<file path="src/rtl/branch_predictor_bht.sv">
// PC-indexed table of saturating counters with branch/mispredict statistics.
// Optional gshare indexing (global history XORed into the index) under BHT_GSHARE_EN.
module branch_predictor_bht #(
    parameter  int unsigned ENTRIES  = 16,
    parameter  int unsigned CTR_W    = 2,
    parameter  int unsigned INIT_CTR = 1,
    parameter  int unsigned PC_W     = 32,
    parameter  int unsigned STAT_W   = 32,
    localparam int unsigned IDX_W    = $clog2(ENTRIES)
) (
    input  logic              clk_i,
    input  logic              rst_i,
    input  logic [PC_W-1:0]   lookup_pc_i,
    output logic              predict_o,
    output logic [IDX_W-1:0]  lookup_idx_o,
    input  logic              update_i,
    input  logic [IDX_W-1:0]  update_idx_i,
    input  logic              update_pred_i,
    input  logic              result_i,
    output logic [STAT_W-1:0] stat_branches_o,
    output logic [STAT_W-1:0] stat_mispred_o
);

    localparam logic [CTR_W-1:0]  CTR_MAX  = '1;
    localparam logic [CTR_W-1:0]  CTR_RST  = CTR_W'(INIT_CTR);
    localparam logic [STAT_W-1:0] STAT_MAX = '1;

    logic [CTR_W-1:0]  ctr_q [ENTRIES];
    logic [CTR_W-1:0]  ctr_d [ENTRIES];
    logic [STAT_W-1:0] branches_q, branches_d;
    logic [STAT_W-1:0] mispred_q, mispred_d;
    logic [IDX_W-1:0]  lookup_idx;

`ifdef BHT_GSHARE_EN
    logic [IDX_W-1:0]  ghr_q, ghr_d;
`endif

    // Only PC bits [IDX_W+1:2] select an entry; the rest are intentionally ignored.
    logic unused_pc;
    assign unused_pc = ^lookup_pc_i;

    // Lookup: index and prediction straight from registered table state (no bypass).
    always_comb begin
`ifdef BHT_GSHARE_EN
        lookup_idx = lookup_pc_i[IDX_W+1:2] ^ ghr_q;
`else
        lookup_idx = lookup_pc_i[IDX_W+1:2];
`endif
        lookup_idx_o = lookup_idx;
        predict_o    = ctr_q[lookup_idx][CTR_W-1];
    end

    // Next state: saturating counter update plus saturating statistics.
    always_comb begin
        ctr_d      = ctr_q;
        branches_d = branches_q;
        mispred_d  = mispred_q;
`ifdef BHT_GSHARE_EN
        ghr_d      = ghr_q;
`endif
        if (update_i) begin
            if (result_i) begin
                if (ctr_q[update_idx_i] != CTR_MAX) begin
                    ctr_d[update_idx_i] = ctr_q[update_idx_i] + CTR_W'(1);
                end
            end else begin
                if (ctr_q[update_idx_i] != '0) begin
                    ctr_d[update_idx_i] = ctr_q[update_idx_i] - CTR_W'(1);
                end
            end
            if (branches_q != STAT_MAX) begin
                branches_d = branches_q + STAT_W'(1);
            end
            if ((update_pred_i != result_i) && (mispred_q != STAT_MAX)) begin
                mispred_d = mispred_q + STAT_W'(1);
            end
`ifdef BHT_GSHARE_EN
            // Truncating {ghr, result} to IDX_W bits shifts left, newest outcome in bit 0.
            ghr_d = IDX_W'({ghr_q, result_i});
`endif
        end
    end

    always_ff @(posedge clk_i or posedge rst_i) begin
        if (rst_i) begin
            for (int i = 0; i < int'(ENTRIES); i++) begin
                ctr_q[i] <= CTR_RST;
            end
            branches_q <= '0;
            mispred_q  <= '0;
`ifdef BHT_GSHARE_EN
            ghr_q      <= '0;
`endif
        end else begin
            ctr_q      <= ctr_d;
            branches_q <= branches_d;
            mispred_q  <= mispred_d;
`ifdef BHT_GSHARE_EN
            ghr_q      <= ghr_d;
`endif
        end
    end

    assign stat_branches_o = branches_q;
    assign stat_mispred_o  = mispred_q;

endmodule

</file>
<file path="config.mk">
export PLATFORM = sky130hd
export DESIGN_NAME = branch_predictor_bht
export DESIGN_NICKNAME = d
export VERILOG_FILES = /design/src/rtl/branch_predictor_bht.sv
export SDC_FILE = /design/constraint.sdc
export NUM_CORES = 1
export LEC_CHECK = 0
export ABC_CLOCK_PERIOD_IN_PS = 5200
export CAP_MARGIN = 20
export CORE_MARGIN = 2
export CORE_UTILIZATION = 55
export CTS_CLUSTER_SIZE = 10
export DETAILED_ROUTE_END_ITERATION = 8
export PLACE_DENSITY = 0.93
export SYNTH_ARGS = -nofsm -noshare
export SYNTH_HDL_FRONTEND = slang
export SYNTH_SLANG_ARGS = --single-unit
</file>
<file path="constraint.sdc">
create_clock -name clk_i -period 5.2 [get_ports clk_i]
set_clock_uncertainty 0.15 [all_clocks]
set_input_delay 0.78 -clock clk_i [delete_from_list [all_inputs] [get_ports clk_i]]
set_output_delay 0.78 -clock clk_i [all_outputs]
set_load 0.02 [all_outputs]
</file>
# Word level (Yosys, flattened, before mapping)
# Index checks and enable logic that the tools add are counted.
# Widths: inputs -> output; s select.
# classes
mux	13
reduce_logical	7
addsub	4
eq_ne	5
n_lt_le_gt_ge	3
bitwise_logic	2
# op_table
operator	count
$mux 32	3
$add 32x1->32 const B	2
$bwmux 32	2
$ne 32x32->1 const B	2
$bmux 2 s4	2
$ge 5x5->1 const B	2
$mux 2	5
$not 4->5	2
$demux 2 s4	1
$lt 5x1->1 const B	1
$reduce_and 2->1	2
$reduce_bool 2->1	2
$reduce_and 3->1	1
$add 2x1->2 const B	1
$logic_and 1x1->1	2
$ne 2x1->1 const B	1
$ne 2x2->1 const B	1
$sub 2x1->2 const B	1
$ne 1x1->1	1
# totals
word_cells	52
reg_bits	96
output_inout_bits	69
in_bits	41

# Longest topological paths before layout
# Gate-level depths: netlist of the first run.
# logic_depth
depth_word	8
depth_mapped	13
ltp_nobuf	11

# Least setup slack after synthesis of the first run
# No wires, ideal clock.
# synth_timing
path_kind	input to register
from	in update_idx_i[0]
to	reg ctr_q[7] in the netlist's numbering
setup_ns	0.125
arrival_time_ns	3.408
required_ns	4.925
n_path_buf	1
cell_stages	9
slack_ns	1.517
path_cell_list	clkbuf_1 > mux4_2 > mux4_2 > ha_1 > mux2i_1 > and2_1 > nor3b_1 > and3_1 > mux2_2
# synth_via
elab_chain_cells	8
# synth_lines
element	line_no	rtl
start: declaration	17	input logic [IDX_W-1:0] update_idx_i,
$not 4->5 (not written as such) (*)	-	
$bmux 2 s4, or another cell as far along	-	
$mux 2 (not written as such) / $logic_and 1x1->1 (equally long branches)	-	
$mux 2 (on tied branches)	-	
$sub 2x1->2, or another cell as far along	68	ctr_d[update_idx_i] = ctr_q[update_idx_i] - CTR_W'(1);
$bwmux 32 (on tied branches)	68, 64	
$mux 32 (on tied branches)	67, 63	
$mux 32	62	if (result_i) begin
end signal: assignment	95	ctr_q <= ctr_d;
end: declaration	28	logic [CTR_W-1:0] ctr_q [ENTRIES];
# Mark *: on every way between the ends. The rest lies on a longest branch, timed or not. The select of a mux whose other input is x is not followed.
# A chain may end at the register's enable or synchronous reset.

# Worst setup path in the final report of the first run
# layout_timing
from	in update_idx_i[1]
to	reg ctr_q[7] in the netlist's numbering
# Same word-level chain as after synthesis.

==> flow_summary.toml, run 1 <==
[placed_design]
dp.cells = 608
gp_congestion = 0.882
io_buffer_count = 81
dpl_cell_area_mm2 = 0.00578
dp_hpwl_um = 7740

[synthesis]
yosys.cell_types.count = 40
synth_area_leaders = "dfrtp_1 (41%), mux2_2 (8.8%), dfstp_2 (8.6%)"
yosysWarnings = 0
syn_area_per_cell_um2 = 11.4
synth.largest_area_cell = "dfrtp_1"
synth_nets = 471
postSynthCellCount = 426
synth_top_area_share_pct = 41.2
ys_seq_elements = 96
synth_edf_count = 0
synth_common_cells = "dfrtp_1 (80), mux2_2 (38), nand2_1 (33), nor2_1 (33)"
ys.flop_type = "dfrtp_1"
synth.yosys.seq_area_share_pct = 49.8
async_flop_share_pct = 100
syn_area_mm2 = 0.00486
synthMostInstantiatedCell = "dfrtp_1"

[clock_network]
clk_path_buf_depth = 2
cts_made_buffers = 9
cts_max_level = 3
cts_resized = 0
cts_setup_buffers = 0
cts.sinks = 96
cts-root-buf = "clkbuf_8"
cts-hold-fix-buffers = 0
clk_pin_slew_ns = 0.10
clk_latency_ns = 0.36
cts_tree = "done"

[sta]
holdWs_ns = 0.351
fmax_mhz = 222
period_minus_slack_ns = 4.50
max_slew_margin_pct = 54.6
hold_viol = 0
rsz0062_at_grt = "no"
fin_tns_setup_ns = 0
worst_pin_slew_ns = 0.675
finalCritPeriodShare_pct = 86.5
finalSetupViolations = 0
maxSlewViolCount = 0

[grt]
antenna_found_initial = 0
grt_max_degree = 66
grt_overflow = 0
track_usage_pct = 23.3
grt_pass1_wl_um = 18100
grt_pass1_vias = 3722

[worst_setup_path]
crit_top_cell = "mux2_2"
worst_setup_path_end_kind = "flip-flop"
crit_chain = "clkdlybuf4s50_1, mux2_2, o21ai_0, mux4_2, inv_1, ha_1, mux2i_1, and2_1, nor3b_1, and3_1, mux2_2"
critPathRequiredTime_ns = 5.29
cp_top_family = "multiplexers"
worstSetupPathType = "in2reg"
slowest_stage = "clkdlybuf4s50_1"
crit_buf_inv = 2
path_max_fanout = 11
cp_slowest_stage_delay_ns = 0.87
worstSetupStartpointType = "input pin"
worstPathArrival_ns = 4.59

[worst_hold_path]
hold_class = "reg2reg"

[cells_and_area]
post_layout_nonfiller_instances = 625
nNetsFinal = 557
drive_gt1_share_pct = 18.6
fin_util_pct = 69.2
antenna_cells = 0
final_area_mm2 = 0.00597
syn2layout_area_growth_pct = 22.9

[routing]
ant_nets = 0
via_count = 3620
totalWireLength_um = 10600
firstDrtPassIters = 4
post-route-drc-count = 0
drt_iter0_drc = 137
vias_per_cell = 5.79
avgRoutedWirePerCell_um = 16.9

[run]
timing.max_cap.violations = 0

[power]
pwr_density_cell_mw_per_mm2 = 371
ir_drop_uv = 289
power_leakage_uw = 0.00254

[run_status]
status = "finished clean"

[floorplanning]
rows = 34
io-pin-count = 110
die_h_um = 98.0
start_util_pct = 56.3
core_mm2 = 0.00864
fp.dieArea_mm2 = 0.00961
fp.dieW_um = 98.0
-- per-layer routing --
layer	routed length (µm)	global-route usage (%)	up-vias
li1	-	-	1680
met4	157	6.30	0
met1	4420	30.3	1809
met3	533	5.73	16
met2	5480	39.5	115
met5	0	0	-
-- stage by stage --
step	total power, µW	worst slack, ns
finish	2220	0.701
global route	2350	0.410
detailed placement	1800	0.416
global placement	1740	0.545
CTS	2240	0.789
floorplan	1530	1.52
-- worst register-to-register path, stage by stage (launching register included) --
cell,delay [ns]
dfstp_2,0.39
mux2_2,0.26
o21ai_0,0.47
mux4_2,0.41
inv_1,0.05
ha_1,0.18
mux2i_1,0.12
and2_1,0.20
nor3b_1,0.49
and3_1,0.27
mux2_2,0.33
-- power breakdown --
| group | internal (µW) | total (µW) | switching, µW |
|---|---|---|---|
| Combinational | 371 | 675 | 303 |
| Clock | 173 | 436 | 263 |
| Sequential | 965 | 1110 | 142 |
| Total | 1510 | 2220 | 708 |
-- kinds of logic (layout without fill, tap and decap cells) --
group / after synthesis / in the layout / share of synthesized area [%]
buffers and inverters: 24 / 115 / 2.21
DFF: 96 / 96 / 49.8
adders and majority gates: 4 / 4 / 1.03
AOI/OAI and AO/OA: 13 / 13 / 1.98
and+or+nand+nor: 174 / 174 / 19.0
muxes: 55 / 55 / 15.2
xor gates and xnor gates: 60 / 60 / 10.8
-- final cells by class --
| type | count | area [µm²] |
|---|---|---|
| fill | 616 | 2660 |
| sequential | 96 | 2420 |
| multi-input combinational | 306 | 2330 |
| timing repair buffer | 87 | 868 |
| tap | 108 | 135 |
| clock buffer | 9 | 124 |
| clock inverter | 7 | 46.3 |
| inverter | 12 | 46.3 |
-- path summary, 6_finish.rpt --
kind	startpoint	slack, ns	to	depth (start not counted)
max	update_idx_i[1]	0.70	ctr_q[7]	11
min	stat_branches_o[26]	0.35	stat_branches_o[26]	1
max reg2reg	flip-flop	1.76	ctr_q[7]	10
min reg2reg	stat_branches_o[26]	0.35	stat_branches_o[26]	1
max in group asynchronous	rst_i	3.28	asynchronous set/reset pin	4
min in group asynchronous	rst_i	0.56	stat_mispred_o[12]	2
-- layout by cell type (no fill, tap or decap), drive strengths merged, types with 5 or more instances in the layout --
cell and n:
nand4 22, o21ai 5, mux4 11, nor2 33, nor4 5, mux2 39
mux2i 5, nor3 25, and3 11, or3 5, clkbuf 9, nand2 33
dfrtp 80, xor2 30, dfstp 16, nand3 20, inv 12, xnor2 30
buf 6, clkdlybuf4s50 81
Note: power is estimated with default switching activity, not from simulation.
==> inputs of run 2 (changes only) <==
--- a/config.mk
+++ b/config.mk
@@ -9,6 +9,7 @@
 export CAP_MARGIN = 20
 export CORE_MARGIN = 2
 export CORE_UTILIZATION = 55
+export CTS_CLUSTER_DIAMETER = 80
 export CTS_CLUSTER_SIZE = 10
 export DETAILED_ROUTE_END_ITERATION = 8
 export PLACE_DENSITY = 0.93
==> results of run 2 <==
Final layout, timing and power as in run 1 (identical DEF).
